**config.mk**
```make
export PLATFORM = sky130hd
export DESIGN_NAME = booth_divider
export DESIGN_NICKNAME = d
export VERILOG_FILES = /design/src/rtl/booth_divider.sv
export SDC_FILE = /design/constraint.sdc
export NUM_CORES = 1
export LEC_CHECK = 0
export ABC_AREA = 1
export ABC_CLOCK_PERIOD_IN_PS = 4700
export CAP_MARGIN = 20
export CORE_MARGIN = 10
export CORE_UTILIZATION = 35
export CTS_CLUSTER_SIZE = 8
export DETAILED_ROUTE_END_ITERATION = 8
export PLACE_DENSITY_LB_ADDON = 0.25
export SETUP_SLACK_MARGIN = 0.5
export SKIP_LAST_GASP = 1
export SYNTH_ARGS = -nofsm -noshare
export SYNTH_HDL_FRONTEND = slang
export SYNTH_SLANG_ARGS = --single-unit
```
**constraint.sdc**
```tcl
create_clock -name clk -period 4.7 [get_ports clk]
set_input_delay 0.94 -clock clk [delete_from_list [all_inputs] [get_ports clk]]
set_output_delay 0.94 -clock clk [all_outputs]
set_load 0.01 [all_outputs]
```
**src/rtl/booth_divider.sv**
```systemverilog
// booth_divider: sequential signed restoring divider, 2*WIDTH-bit dividend by WIDTH-bit divisor.
// Magnitudes are divided one quotient bit per cycle; signs, range and divide-by-zero are fixed up at the end.
module booth_divider #(
  parameter int WIDTH = 8
) (
  input  logic                 clk,
  input  logic                 rst,
  input  logic                 start,
  input  logic [2*WIDTH-1:0]   dividend,
  input  logic [WIDTH-1:0]     divisor,
  output logic                 busy,
  output logic                 done,
  output logic [WIDTH-1:0]     quotient,
  output logic [WIDTH-1:0]     remainder,
  output logic                 div_zero,
  output logic                 overflow
);
  localparam int CW = $clog2(WIDTH);
  localparam logic [WIDTH:0] HALF = (WIDTH+1)'(1) << (WIDTH-1);
  typedef enum logic [1:0] {IDLE, LOAD, CALC, FIX} state_t;
  state_t               state_q, state_d;
  logic [CW-1:0]        cnt_q, cnt_d;
  logic [2*WIDTH-1:0]   a_q, a_d;
  logic [WIDTH-1:0]     b_q, b_d, rem_q, rem_d, qm_q, qm_d;
  logic                 sa_q, sa_d, sb_q, sb_d, dz_q, dz_d, ovp_q, ovp_d;
  logic [WIDTH-1:0]     quotient_q, quotient_d, remainder_q, remainder_d;
  logic                 busy_q, busy_d, done_q, done_d, div_zero_q, div_zero_d, overflow_q, overflow_d;
  logic [2*WIDTH-1:0]   am;
  logic [WIDTH-1:0]     bm;
  logic [WIDTH:0]       t, lim;
  logic [WIDTH+1:0]     diff;
  logic                 ge, neg, ovf, bad;
  assign am   = sa_q ? -a_q : a_q;
  assign bm   = sb_q ? -b_q : b_q;
  assign t    = {rem_q, a_q[WIDTH-1]};
  assign diff = {1'b0, t} - {2'b0, b_q};
  assign ge   = ~diff[WIDTH+1];
  assign neg  = sa_q ^ sb_q;
  assign lim  = neg ? HALF : HALF - (WIDTH+1)'(1);
  assign ovf  = ovp_q | ({1'b0, qm_q} > lim);
  assign bad  = dz_q | ovf;
  always_comb begin
    state_d     = state_q;
    cnt_d       = cnt_q;
    a_d         = a_q;
    b_d         = b_q;
    rem_d       = rem_q;
    qm_d        = qm_q;
    sa_d        = sa_q;
    sb_d        = sb_q;
    dz_d        = dz_q;
    ovp_d       = ovp_q;
    quotient_d  = quotient_q;
    remainder_d = remainder_q;
    div_zero_d  = div_zero_q;
    overflow_d  = overflow_q;
    busy_d      = busy_q;
    done_d      = 1'b0;
    case (state_q)
      IDLE: if (start) begin
        a_d     = dividend;
        b_d     = divisor;
        sa_d    = dividend[2*WIDTH-1];
        sb_d    = divisor[WIDTH-1];
        busy_d  = 1'b1;
        state_d = LOAD;
      end
      LOAD: begin
        a_d     = am;
        b_d     = bm;
        rem_d   = am[2*WIDTH-1:WIDTH];
        qm_d    = '0;
        dz_d    = (bm == '0);
        ovp_d   = (am[2*WIDTH-1:WIDTH] >= bm);
        cnt_d   = CW'(WIDTH-1);
        state_d = CALC;
      end
      CALC: begin
        a_d     = a_q << 1;
        rem_d   = ge ? diff[WIDTH-1:0] : t[WIDTH-1:0];
        qm_d    = {qm_q[WIDTH-2:0], ge};
        cnt_d   = cnt_q - CW'(1);
        state_d = (cnt_q == '0) ? FIX : CALC;
      end
      FIX: begin
        div_zero_d  = dz_q;
        overflow_d  = ~dz_q & ovf;
        quotient_d  = bad ? '0 : (neg ? -qm_q : qm_q);
        remainder_d = bad ? '0 : (sa_q ? -rem_q : rem_q);
        done_d      = 1'b1;
        busy_d      = 1'b0;
        state_d     = IDLE;
      end
      default: state_d = IDLE;
    endcase
  end
  always_ff @(posedge clk or posedge rst) begin
    if (rst) begin
      state_q     <= IDLE;
      cnt_q       <= '0;
      a_q         <= '0;
      b_q         <= '0;
      rem_q       <= '0;
      qm_q        <= '0;
      sa_q        <= 1'b0;
      sb_q        <= 1'b0;
      dz_q        <= 1'b0;
      ovp_q       <= 1'b0;
      quotient_q  <= '0;
      remainder_q <= '0;
      div_zero_q  <= 1'b0;
      overflow_q  <= 1'b0;
      busy_q      <= 1'b0;
      done_q      <= 1'b0;
    end else begin
      state_q     <= state_d;
      cnt_q       <= cnt_d;
      a_q         <= a_d;
      b_q         <= b_d;
      rem_q       <= rem_d;
      qm_q        <= qm_d;
      sa_q        <= sa_d;
      sb_q        <= sb_d;
      dz_q        <= dz_d;
      ovp_q       <= ovp_d;
      quotient_q  <= quotient_d;
      remainder_q <= remainder_d;
      div_zero_q  <= div_zero_d;
      overflow_q  <= overflow_d;
      busy_q      <= busy_d;
      done_q      <= done_d;
    end
  end
  assign busy      = busy_q;
  assign done      = done_q;
  assign quotient  = quotient_q;
  assign remainder = remainder_q;
  assign div_zero  = div_zero_q;
  assign overflow  = overflow_q;
endmodule

```
Word-level counts from Yosys, hierarchy flattened:

Cells that the tools add are included.

* equal/unequal tests: 5
* multiply operators: 0
* div/mod/pow operators: 0
* magnitude comparators: 2
* shift-type cells: 0
* bitwise gates (word level): 6
* reduce and logical (&&, ||, !) cells: 12
* $add $sub $neg: 6
* muxes and demuxes: 21

Operators by type and width (count)
* two-way mux 8 bit: 8
* case mux 16 bit (3 select lines): 1
* case mux 8 bit (2 select lines): 3
* two-way mux 16 bit: 2
* negator 8 bit: 3
* negator 16 bit: 1
* subtractor 9 x 8 -> 10 bit: 1
* greater-or-equal comparator 8 bit: 1
* greater-than comparator 8 bit: 1
* zero test 8 bit: 1
* case mux 2 bit (4 select lines): 1
* AND reduction 2 bit: 4
* case mux 3 bit (2 select lines): 1
* nonzero test 2 bit: 3
* equality test 2 bit (second input constant): 2
* != test 2 bit (second input constant): 2
* zero test 3 bit: 1
* two-way mux 1 bit: 3
* AND reduction 3 bit: 1
* nonzero test 3 bit: 1
* subtractor 3 x 1 -> 3 bit (second input constant): 1
* equality test 2 x 1 -> 1 bit (second input constant): 1
* zero test 2 bit: 1
* two-way mux 2 bit: 1
* other kinds (5): 7

* bits in latches: 0
* bits in read-only memories: 0
* memory bits (writable): 0
* logic and storage cells: 69
* memories: 0
* register bits after elaboration: 69

Depth between registers and ports, before layout:

Gate-level depths: netlist of the first run.

* depth after elaboration: 6
* depth in mapped cells: 18
* gate-level depth less buffers: 18

Least setup slack after synthesis of the first run:

Ideal clock, no wire load.

* path type: flip-flop to flip-flop
* start: register a_q[1]
* end: register ovp_q
* clock period less this slack: 2.233 ns
* path slack: 2.467 ns
* data required time: 4.566 ns
* arrival time: 2.099 ns
* cell stages (with the launch flop): 16
* cell sequence: dfrtp_1 > inv_1 > ha_1 > nand2_2 > nor2_2 > nand3_2 > inv_2 > nand3_2 > nand2_2 > nand3_1 > and2_1 > ha_1 > nand2_1 > nor2_1 > a2111oi_0 > a21oi_1

* cells in the longest elaborated chain, start to end: 3

Ends and longest elaborated chain
* start, declared: RTL line 23 `logic [2*WIDTH-1:0] a_q, a_d;`
* start signal, assigned: RTL line 101 `a_q <= '0;`
* start signal, assigned: RTL line 118 `a_q <= a_d;`
* negator 16 bit: RTL line 33 `assign am = sa_q ? -a_q : a_q;`
* two-way mux 16 bit: RTL line 33
* greater-or-equal comparator 8 bit: RTL line 74 `ovp_d = (am[2*WIDTH-1:WIDTH] >= bm);`
* end signal, assigned: RTL line 125 `ovp_q <= ovp_d;`
* end, declared: RTL line 25 `logic sa_q, sa_d, sb_q, sb_d, dz_q, dz_d, ovp_q, ovp_d;`

Every way passes these cells. The select of a mux whose other input is x is not followed.
A chain may end at the register's enable or synchronous reset.

Final worst setup path of the first run:

* start: register sa_q
* end: register quotient_q[6] (netlist: quotient[6])

* cells in the longest elaborated chain, start to end: 6
* elaborated cells between the ends (all ways): 7
* those cells by class: order compare: 1; mux: 3; bitwise: 3

Ends and longest elaborated chain
* start, declared: RTL line 25
* start signal, assigned: RTL line 105 `sa_q <= 1'b0;`
* start signal, assigned: RTL line 122 `sa_q <= sa_d;`
* bitwise XOR 1 bit *: RTL line 38 `assign neg = sa_q ^ sb_q;`
* two-way mux 8 bit: RTL line 39 `assign lim = neg ? HALF : HALF - (WIDTH+1)'(1);`
* greater-than comparator 8 bit: RTL line 40 `assign ovf = ovp_q | ({1'b0, qm_q} > lim);`
* OR 1 bit: RTL line 40
* OR 1 bit: RTL line 41 `assign bad = dz_q | ovf;`
* two-way mux 8 bit *: RTL line 88 `quotient_d = bad ? '0 : (neg ? -qm_q : qm_q);`
* end signal, assigned: RTL line 126 `quotient_q <= quotient_d;`
* end, declared: RTL line 26 `logic [WIDTH-1:0] quotient_q, quotient_d, remainder_q, remainder_d;`

Every way passes the cells marked *; elsewhere a longest branch is shown, timed or not.

==> impl_metrics.ini, run 1 <==
[run_status]
status = finished clean

[routing]
vias_per_cell = 5.22
drtPass1Iterations = 5
ant_nets = 0
wl_per_cell_um = 15.8
drt-initial-drc-count = 277
routed_wl_um = 12900
drc = 0
num_vias = 4245

[synth]
ys_warn_count = 0
syn-cell-area_mm2 = 0.00474
synth.avg_cell_area_um2 = 8.05
synth_common_cells = nand2_1 (117), dfrtp_1 (69), inv_1 (66)
syn_nets = 650
yosysTopAreaCellShare_pct = 36.4
synth_async_sr_flop_share_pct = 100
synthFlopType = dfrtp_1
post-synth-top-count-cell = nand2_1
synthTopCellsByArea = dfrtp_1 (36%), nand2_1 (9.3%), ha_1 (8.7%), inv_1 (5.2%), nor2_1 (3.7%)
synth_top_cell_by_area = dfrtp_1
ys_seq_elements = 69
yosysUniqueCellTypes = 45
synth_edf_count = 0
seq_area_frac_synth_pct = 36.4
netlist_instances = 589

[sta]
finalHoldViolCount = 0
min_period_over_period_pct = 61.1
rsz0062_at_grt = no
setup_violations = 0
slew_viol_final = 0
fin_skew_ns = 0.00723
fmax_mhz = 348
fin_tns_setup_ns = 0
worst_pin_slew_ns = 0.916
slew_headroom_pct = 38.5
period_needed_ns = 2.87

[hold_path]
min_to = remainder[7]
hold_path_depth = 2
min_from = remainder[7]
hp-class = flip-flop to flip-flop

[critical_path]
end_kind = flip-flop
r2r_setup_slack_ns = 1.83
critPathKind = flip-flop to flip-flop
crit_path_start_kind = flip-flop
cp_max_fo = 17
regToRegEndpoint = quotient[6]
rr_worst_depth = 12
required_ns = 4.95
r2r_start = sa_q
crit_arrival_ns = 3.12

[floorplan]
core-area_mm2 = 0.0132
dieArea_mm2 = 0.0186
die_h_um = 136
die_x_um = 136
boundaryPins = 47
num_rows = 42
initial_core_util_pct = 35.8

[cells_and_area]
fillCellCount = 1368
layout.nets = 693
fin_util_pct = 42.7
n_antenna_cell = 0
drive_gt1_share_pct = 11.5
area_delta_synth_final_pct = 19.2

[cts]
cts.repair.resized = 0
cts_max_level = 3
clock-root-buffer = clkbuf_16
cts_tree = yes
cts_hold_buffers = 0
clk-insertion-delay-late_ns = 0.34
postCtsSetupBuffers = 0
path_clk_slew_ns = 0.06
cts_buffers = 9
clock-sinks = 69
cts_max_path_buffers = 2

[global_routing]
grt_max_degree = 37
grt_pass1_wl_um = 21300
grt-ovfl-total = 0
grt_usage_pct = 14.2
grt_pass1_vias = 4245
antenna_found_initial = 0

[placement]
gp_congestion = 0.885
io_buffers = 46
dp_hpwl_um = 9640

[pwr]
ir_drop_v = 0.000269
power.density_mw_per_mm2 = 856
p_leak_nw = 2.61

[job]
drv.max_cap_violation_count = 0
where the power goes:
group / switching, W / leakage (nW) / internal [W]
sequential: 0.000278 / 0.869 / 0.000855
clock: 0.000266 / 0.142 / 0.000412
combinational: 0.00191 / 1.60 / 0.00112
metrics by stage:
stage | instance area [um^2] | setup WS (ns) | std cells | power (W) | hold WS (ns)
6_report | 5650 | 1.83 | 813 | 0.00484 | 0.480
2_1_floorplan | 4740 | 2.02 | 589 | 0.00335 | 0.447
3_3_place_gp | 5350 | 1.97 | 797 | 0.00407 | 0.466
4_1_cts | 5650 | 1.83 | 813 | 0.00485 | 0.487
3_5_place_dp | 5350 | 1.85 | 797 | 0.00414 | 0.475
5_1_grt | 5650 | 1.55 | 813 | 0.00532 | 0.500
flip-flops by register name (all words and copies together) (netlist names), 2 cells and up:
signal,cells
qm_q,8
remainder,8
quotient,8
b_q,8
state_q,2
a_q,16
cnt_q,3
rem_q,8
cell type report:
type	count	area, um^2	share of cell area [%]
tap	176	220	3.90
sequential	69	1730	30.6
clock buffer	9	225	3.98
timing repair buffer	47	468	8.28
clock inverter	7	76.3	1.35
multi-input combinational	429	2650	46.9
inverter	76	285	5.05
critical path, stage by stage, from the launching register on:
cell      delay (ns)
dfrtp_1         0.79
inv_2           0.22
nand2_1         0.15
nand2_2         0.12
inv_2           0.18
ha_1            0.27
inv_1           0.06
nor2_1          0.04
o21ai_0         0.12
a21boi_0        0.10
o21ai_1         0.19
nand3_2         0.28
o21ai_0         0.25
cell families after synthesis:
logic type | share of synthesized area, %
AO/OA/AOI/OAI | 17.4
AND/OR/NAND/NOR | 23.8
flip-flops | 36.4
buffers and inverters | 7.68
XOR/XNOR | 5.49
adder cells (fa/ha/maj) | 9.13
worst max-delay path by stage:
stage | end | depth (start not counted) | startpoint | slack [ns]
3_5_place_dp | quotient[6] | 12 | sa_q | 1.85
5_1_grt | quotient[6] | 12 | sa_q | 1.55
4_1_cts | quotient[6] | 12 | sa_q | 1.83
6_report | quotient[6] | 12 | sa_q | 1.83
2_1_floorplan | a_q[0] | 1 | rst | 2.02
3_3_place_gp | quotient[6] | 12 | sa_q | 1.97
per-layer routing:
layer	part of all wire, %	vias up	global-route usage (%)	wire length [um]
met3	6.5	23	3.80	836
met1	45	2024	17.8	5830
met4	2.8	0	6.33	361
met5	0	-	0	0
met2	45	120	22.3	5860
li1	-	2078	-	-
cell usage in the layout, fill, tap and decap left out, types with 12 or more instances in the layout:
cell type / n
a221oi_1: 13
o21ai_0: 35
a21oi_1: 22
xor2_1: 19
ha_1: 33
nor2_1: 47
dfrtp_1: 69
o21ai_1: 17
nand2_1: 117
nand3_1: 27
inv_1: 65
clkdlybuf4s50_1: 46
o22ai_1: 12
Note: power is estimated with default switching activity, not from simulation.
==> run 2, diff against run 1 <==
--- a/config.mk
+++ b/config.mk
@@ -6,7 +6,7 @@
 export NUM_CORES = 1
 export LEC_CHECK = 0
 export ABC_AREA = 1
-export ABC_CLOCK_PERIOD_IN_PS = 4700
+export ABC_CLOCK_PERIOD_IN_PS = 2600
 export CAP_MARGIN = 20
 export CORE_MARGIN = 10
 export CORE_UTILIZATION = 35
==> constraint.sdc (replaced) <==
create_clock -name clk -period 2.6 [get_ports clk]
set_input_delay 0.52 -clock clk [delete_from_list [all_inputs] [get_ports clk]]
set_output_delay 0.52 -clock clk [all_outputs]
set_load 0.01 [all_outputs]
==> run 2 against run 1 <==
Setup slack got worse by 1.5 ns. Hold slack barely moved. Clock skew rose by 0.0019 ns. Utilization rose by 5.1 points. Global-route usage rose by 0.83 points. Via count rose by 4.1%. Maximum frequency rose by 26%. Largest power group unchanged.
==> impl_metrics.ini, run 2 (synthesis results as in run 1) <==
[global_routing]
grt_pass1_wl_um = 22300
grt_usage_pct = 15.0
antenna_found_initial = 0
grt-ovfl-total = 0
grt_max_degree = 70
grt_pass1_vias = 4517

[critical_path]
cpMostUsedCell = nand2_1
required_ns = 2.87
cp_max_fo = 3
r2r_setup_slack_ns = 0.33
critPathKind = flip-flop to flip-flop
cpLargestDelayFamily = simple AND/OR/NAND/NOR gates
crit_path_start_kind = flip-flop
crit_arrival_ns = 2.54
end_kind = flip-flop
cp.buffers_inverters = 4
cpPeakStageDelay_ns = 0.39
path_cells = inv_1, ha_4, nand2_2, nor2_2, nand3_2, inv_2, nand2_1, nand2_2, xnor2_2, inv_1, ha_1, inv_1, a21o_1, nand3_1, nand2_1, nand2_1, nand2_1, a21oi_2
worst_path_max_delay_cell = dfrtp_1

[cells_and_area]
area_delta_synth_final_pct = 33.4
fillCellCount = 1282
final_cell_mix = nand2_1 (109), dfrtp_1 (66), inv_1 (63)
largest_register_ffs = 16
layout.nets = 750
drive_gt1_share_pct = 24.2
n_antenna_cell = 0
final_common_cell = nand2_1
regMostFlops = a_q

[pwr]
seqPwrFrac_pct = 19.9
p_leak_nw = 2.90
netSwitchingFraction_pct = 48.9
switchingPower_w = 0.00492
power.density_mw_per_mm2 = 1590
ir_drop_v = 0.000630
pwr-share-comb_pct = 68.5
clockPowerShare_pct = 11.7
power.internal_w = 0.00513

[cts]
cts_max_path_buffers = 2
cts_hold_buffers = 0
clock-sinks = 69
cts_buffers = 9
clock-root-buffer = clkbuf_16
cts_max_level = 3
cts_tree = yes
clk-insertion-delay-late_ns = 0.35
path_clk_slew_ns = 0.06

[routing]
vias_per_cell = 5.08
ant_nets = 0
wl_per_cell_um = 15.6
routed_wl_um = 13500
drc = 0
drt-initial-drc-count = 296
drtPass1Iterations = 5
num_vias = 4420

[run_status]
status = finished clean

[sta]
fin_tns_setup_ns = 0
setup_violations = 0
rsz0062_at_grt = yes
slew_viol_final = 0
min_period_over_period_pct = 87.4
fmax_mhz = 440
fin_skew_ns = 0.00915
finalHoldViolCount = 0
fin_ws_ns = 0.329
slew_headroom_pct = 62.0
worst_pin_slew_ns = 0.570
period_needed_ns = 2.27

[floorplan]
dieArea_mm2 = 0.0186
die_x_um = 136
die_h_um = 136
num_rows = 42
initial_core_util_pct = 35.8
boundaryPins = 47
core-area_mm2 = 0.0132

[placement]
io_buffers = 46
pre_cts_slack_ns = 0.142
gp_congestion = 0.863
dp_hpwl_um = 9420

[job]
drv.max_cap_violation_count = 0

[hold_path]
hp-class = flip-flop to flip-flop
==> run 2: cell count changes in the layout (fill, tap and decap cells not counted), sizes merged <==
cell,change
buf,+55
nand3,+2
bufinv,-1
clkbuf,+1
clkinv,-1
clkinvlp,+1
==> run 2: path summary, 6_finish.rpt <==
kind	depth (start not counted)	startpoint	endpoint
hold / removal	2	cnt_q[2]	cnt_q[2]
hold reg to reg	2	cnt_q[2]	cnt_q[2]
max in group asynchronous	3	rst	a_q[8]
setup / recovery	18	a_q[1]	ovp_q
min in group asynchronous	3	rst	rem_q[4]
setup reg to reg	18	a_q[1]	ovp_q
==> run 2: area by class of cell <==
class	instances	area (um^2)	area share (%)
multi-input cells	431	2900	45.8
flip-flops and latches	69	1730	27.4
repair buffers	102	897	14.2
inverters	76	292	4.61
clock buffers	10	239	3.78
well taps	176	220	3.48
clock inverters	6	46.3	0.732
==> run 2: per-layer routing <==
metal / up-vias / track usage (%) / routed length, um
li1: 2192 / - / -
met1: 2079 / 18.7 / 6170
met2: 124 / 23.9 / 6360
met3: 25 / 3.84 / 666
met4: 0 / 6.75 / 337
met5: - / 0 / 0
==> run 2: tightest hold or removal path, cell delays in order (launching register included) <==
cell and delay (ns):
dfrtp_1 0.34, nand2_1 0.05, nand2_1 0.06
==> run 2: stage by stage <==
step	util (%)	std cells	hold slack (ns)	cell area (um^2)	total power (W)
5_1_grt	47.8	870	0.510	6320	0.0110
3_3_place_gp	41.2	809	0.461	5460	0.00745
4_1_cts	46.7	868	0.485	6180	0.00961
3_5_place_dp	41.2	809	0.469	5460	0.00757
6_report	47.8	870	0.481	6320	0.0101
2_1_floorplan	-	589	0.447	4740	0.00606
==> run 2: power by group through the flow <==
stage | Sequential [W] | Clock [W] | Combinational, W
6_report | 0.00200 | 0.00117 | 0.00689
5_1_grt | 0.00206 | 0.00126 | 0.00766
4_1_cts | 0.00198 | 0.00120 | 0.00643
3_5_place_dp | 0.00201 | 0 | 0.00557
3_3_place_gp | 0.00199 | 0 | 0.00546
2_1_floorplan | 0.00193 | 0 | 0.00413
==> run 2: repair_timing <==
item / CTS / global route
pin swaps: 26 / 17
resized for setup: 33 / 29
gates cloned: 1 / 1
endpoints found under the hold margin: 0 / 0
setup buffers: 42 / 1
setup endpoints to repair: 18 / 30
==> run 3, diff against run 2 <==
--- a/config.mk
+++ b/config.mk
@@ -9,7 +9,7 @@
 export ABC_CLOCK_PERIOD_IN_PS = 2600
 export CAP_MARGIN = 20
 export CORE_MARGIN = 10
-export CORE_UTILIZATION = 35
+export CORE_UTILIZATION = 39
 export CTS_CLUSTER_SIZE = 8
 export DETAILED_ROUTE_END_ITERATION = 8
 export PLACE_DENSITY_LB_ADDON = 0.25
==> run 3 against run 2 <==
Setup slack improved by 0.0093 ns. Hold slack is essentially flat. Die area fell by 8.8%. Sequential cell count unchanged.
==> impl_metrics.ini, run 3 (synthesis results as in run 1) <==
[sta]
hold_slack_ns = 0.481
rsz0062_at_grt = yes
setup_violations = 0
period_needed_ns = 2.26
min_period_over_period_pct = 87.0
slew_headroom_pct = 57.8
fin_skew_ns = 0.00673
slew_viol_final = 0
fin_tns_setup_ns = 0
finalHoldViolCount = 0
worst_pin_slew_ns = 0.633
fmax_mhz = 442

[job]
drv.max_cap_violation_count = 0

[cts]
clock-root-buffer = clkbuf_16
clk-insertion-delay-late_ns = 0.34
cts_hold_buffers = 0
cts_max_path_buffers = 2
path_clk_slew_ns = 0.06
cts_buffers = 9
clock-sinks = 69
cts_max_level = 3
cts_tree = yes

[critical_path]
required_ns = 2.87
cpPeakStageDelay_ns = 0.37
worst_path_max_delay_cell = dfrtp_1
path_cells = inv_2, ha_4, nand2_4, nor2_4, nand3_2, inv_2, nand3_4, nand2_4, nand3_4, and2_4, ha_4, nand2_2, buf_4, buf_4, nor2_4, nand2_1, a21oi_2
crit_path_start_kind = flip-flop
cp_max_fo = 5
crit_arrival_ns = 2.53
critPathKind = flip-flop to flip-flop
end_kind = flip-flop

[global_routing]
grt_usage_pct = 16.3
grt_pass1_wl_um = 22100
grt_max_degree = 31
grt-ovfl-total = 0
grt_pass1_vias = 4469
antenna_found_initial = 0

[routing]
num_vias = 4473
vias_per_cell = 5.43
ant_nets = 0
wl_per_cell_um = 16.8
routed_wl_um = 13900
drtPass1Iterations = 5
drc = 0
drt-initial-drc-count = 287

[floorplan]
initial_core_util_pct = 39.6
num_rows = 40
die_h_um = 130
die_x_um = 130
boundaryPins = 47
dieArea_mm2 = 0.0170
core-area_mm2 = 0.0120

[cells_and_area]
drive_gt1_share_pct = 23.7
n_antenna_cell = 0
regMostFlops = a_q
final_common_cell = nand2_1
fillCellCount = 1084
largest_register_ffs = 16
multiInputGateArea_mm2 = 0.00298
seq_area_mm2 = 0.00173
layout.nets = 732
area_delta_synth_final_pct = 32.3
final_cell_mix = nand2_1 (109), dfrtp_1 (65), inv_1 (60)

[placement]
gp_congestion = 0.927
io_buffers = 46
dp_hpwl_um = 9480

[hold_path]
hp-class = flip-flop to flip-flop

[run_status]
status = finished clean
-- run 3: layout make-up --
cell class                      instances  area share [%]
Inverter                               76            4.73
Clock inverter                          4            1.16
Multi-Input combinational cell        431            47.6
Timing Repair Buffer                   83            12.1
Clock buffer                           12            3.77
Tap cell                              147            2.93
Timing Repair inverter                  1          0.0997
Sequential cell                        69            27.6
-- run 3: what timing repair did --
action                                  CTS  global route
setup buffers                            21             5
pin swaps                                23            21
hold endpoints to repair                  0             0
endpoints found under the setup margin   32            32
gates resized for setup                  33            54
cloned                                    1             2
-- run 3: path summary, 6_finish.rpt --
kind / start / endpoint / slack, ns / cells past startpoint
max: a_q[0] / ovp_q / 0.34 / 17
max reg2reg: a_q[0] / ovp_q / 0.34 / 17
min in group asynchronous: rst / b_q[7] / 0.58 / 2
max in group asynchronous: rst / sb_q / 1.37 / 3
min reg2reg: quotient[5] / quotient[5] / 0.48 / 2
min: quotient[5] / quotient[5] / 0.48 / 2
-- run 3: critical path: cells and delay by family (launching register included) --
| family | cells | cell delay (ns) |
|---|---|---|
| and+or+nand+nor | 10 | 0.85 |
| buffers and inverters | 4 | 0.44 |
| adders and majority gates | 2 | 0.40 |
| DFF | 1 | 0.37 |
| AOI/OAI and AO/OA | 1 | 0.12 |
-- run 3: through the flow --
step	util, %	instance area [um^2]	setup WS (ns)	std cells
3_5_place_dp	45.2	5410	0.137	778
6_report	52.4	6270	0.338	823
5_1_grt	52.4	6270	0.196	823
3_3_place_gp	45.2	5410	0.232	778
4_1_cts	50.1	5990	0.337	816
2_1_floorplan	-	4740	0.367	589
-- run 3: layer usage --
metal	GRT usage, %	part of all wire, %
met5	0	0
met1	20.0	42
met3	4.14	6.4
met2	27.3	49
met4	5.49	2.4
Power of run 3 is not shown: default switching activity piles up to over one toggle a cycle in this logic, so the estimate is an artifact.
==> RTL edit (settings of run 2) <==
`a_q`, `b_q` and `qm_q` no longer have a reset.
--- a/src/rtl/booth_divider.sv
+++ b/src/rtl/booth_divider.sv
@@ -98,10 +98,7 @@
     if (rst) begin
       state_q     <= IDLE;
       cnt_q       <= '0;
-      a_q         <= '0;
-      b_q         <= '0;
       rem_q       <= '0;
-      qm_q        <= '0;
       sa_q        <= 1'b0;
       sb_q        <= 1'b0;
       dz_q        <= 1'b0;
@@ -115,10 +112,7 @@
     end else begin
       state_q     <= state_d;
       cnt_q       <= cnt_d;
-      a_q         <= a_d;
-      b_q         <= b_d;
       rem_q       <= rem_d;
-      qm_q        <= qm_d;
       sa_q        <= sa_d;
       sb_q        <= sb_d;
       dz_q        <= dz_d;
@@ -131,6 +125,12 @@
       done_q      <= done_d;
     end
   end
+
+  always_ff @(posedge clk) begin
+    a_q  <= a_d;
+    b_q  <= b_d;
+    qm_q <= qm_d;
+  end
   assign busy      = busy_q;
   assign done      = done_q;
   assign quotient  = quotient_q;
Behaviour: no difference found for any inputs over 10 cycles, from zero or initial values and one cycle with rst high; that may be too few to reach the edited logic, so the function may still have changed.
==> RTL edit against run 2 <==
Sequential cell count unchanged; cell area down 1.5%; maximum frequency grew 4.1%; setup slack gained 0.089 ns; area after synthesis down 3.0%; count of clock-buffer cells in the layout fell by 1; routed wire length fell by 5.9%; critical path type unchanged.
Power is left out: the tool's default activity adds up to more than one toggle a clock period on the data nets, which glitch-free logic cannot reach.
==> RTL edit: results (changes against run 2) <==
stage;metric;value;unit;change
worst_setup_path;rr_endpoint;a_q[6];;was ovp_q
worst_setup_path;rrSetupSlack;0.42;ns;was 0.33 ns
route;via_per_inst;5.00;;was 5.08
synthesis;netlist.area_leader.share;20.9;%;was 36.4%
min_path;min_from;quotient[4];;was cnt_q[2]
synthesis;synth_edf_count;32;;was 0
min_path;min_to;quotient[4];;was cnt_q[2]
synthesis;synth_flop_cell;dfrtp_1;;unchanged
global_routing;grt_pass1_wl;20.6;mm;was 22.3 mm
worst_setup_path;reg2reg_depth;14;;was 18
layout;fill_cells;1257;;was 1,282
route;wirelength;12.7;mm;was 13.5 mm
worst_setup_path;slowest_delay;0.41;ns;was 0.39 ns
clock_network;clkTransAtPathRegs;0.05;ns;
synthesis;ys_seq_area_share;41.0;%;was 36.4%
timing;max_slew.worst_pin.slew;0.517;ns;was 0.570 ns
worst_setup_path;cp.arrival;2.36;ns;was 2.54 ns
synthesis;ys_top_cells_by_count;nand2_1 (152), inv_1 (73), nand3_1 (42), nor2_1 (42), dfrtp_1 (37);;was nand2_1 (117), dfrtp_1 (69), inv_1 (66)
synthesis;synthTopCellsByArea;edfxtp_1 (21%), dfrtp_1 (20%), nand2_1 (12%);;was dfrtp_1 (36%), nand2_1 (9.3%), ha_1 (8.7%)
run_status;status;complete, no violations;;unchanged
worst_setup_path;slowest_stage;edfxtp_1;;was dfrtp_1
global_routing;grt_pass1_vias;4177;;was 4,517
global_routing;grt_max_degree;38;;was 70
global_routing;grt_usage;14.0;%;was 15.0%
route;drtIter0Drc;280;;was 296
min_path;min_path_type;reg2reg;;unchanged
layout;nets;728;;was 750
synthesis;syn_nets;639;;was 650
synthesis;synthArstFlopShare;53.6;%;was 100%
worst_setup_path;worstReg2RegStart;a_q[1];;unchanged
timing;fin_skew;0.00874;ns;was 0.00915 ns
[RTL edit: layer usage]
metal / vias to the layer above / part of all wire, % / global-route usage, %
met4: 0 / 2.0 / 3.87
met1: 1964 / 42 / 16.7
met5: - / 0 / 0
met2: 149 / 48 / 23.0
li1: 2084 / - / -
met3: 25 / 7.7 / 5.34
[RTL edit: critical path, delay by kind of cell, from the launching register on]
family / cells / cell delay [ns]
buf+inv: 9 / 1.02
flops: 1 / 0.41
fa+ha+maj: 1 / 0.16
compound gates: 2 / 0.20
simple gates: 2 / 0.23
[RTL edit: area by class of cell]
type                    instances  area [um2]  share of cell area, %
clock buffers                   9         225                   3.62
clock inverters                 7        66.3                   1.07
inverters                      80         308                   4.94
multi-input cells             416        2690                   43.2
flip-flops and latches         69        1890                   30.3
well taps                     172         215                   3.46
repair buffers                 90         825                   13.2
repair inverters                1        6.26                  0.100
[RTL edit: how the worst max path moves through the flow]
stage | startpoint | endpoint | slack (ns) | cells after the start
floorplan | a_q[0] | ovp_q | 0.41 | 12
detailed placement | a_q[0] | ovp_q | 0.16 | 12
global placement | a_q[0] | ovp_q | 0.21 | 12
finish | a_q[1] | a_q[6] | 0.42 | 14
CTS | a_q[1] | ovp_q | 0.44 | 16
global route | a_q[0] | ovp_q | 0.29 | 17
[RTL edit: stage by stage]
| step | instance area, um2 | util (%) | cells | setup WS, ns | hold slack, ns |
|---|---|---|---|---|---|
| 2_1_floorplan | 4600 | - | 578 | 0.410 | 0.444 |
| 3_3_place_gp | 5290 | 41.6 | 794 | 0.211 | 0.460 |
| 3_5_place_dp | 5290 | 41.6 | 794 | 0.163 | 0.469 |
| 4_1_cts | 5920 | 46.5 | 830 | 0.442 | 0.477 |
| 5_1_grt | 6230 | 48.9 | 844 | 0.290 | 0.497 |
| 6_report | 6230 | 48.9 | 844 | 0.418 | 0.476 |
[RTL edit: kinds of logic (layout without fill, tap and decap cells)]
kind of cell	Yosys count	count (layout)	synth area share, %
fa+ha+maj	34	34	9.41
flops	69	69	41.0
simple gates	262	263	24.4
buf+inv	94	187	8.19
compound gates	93	93	12.0
xor+xnor	26	26	4.95
[RTL edit: repair_timing]
action                                  in CTS  in global routing
endpoints found under the setup margin      17                 30
hold endpoints to repair                     0                  0
gates cloned                                 1                  1
buffers inserted                            19                 13
resized for setup                           44                 50
pin swaps                                   27                 25
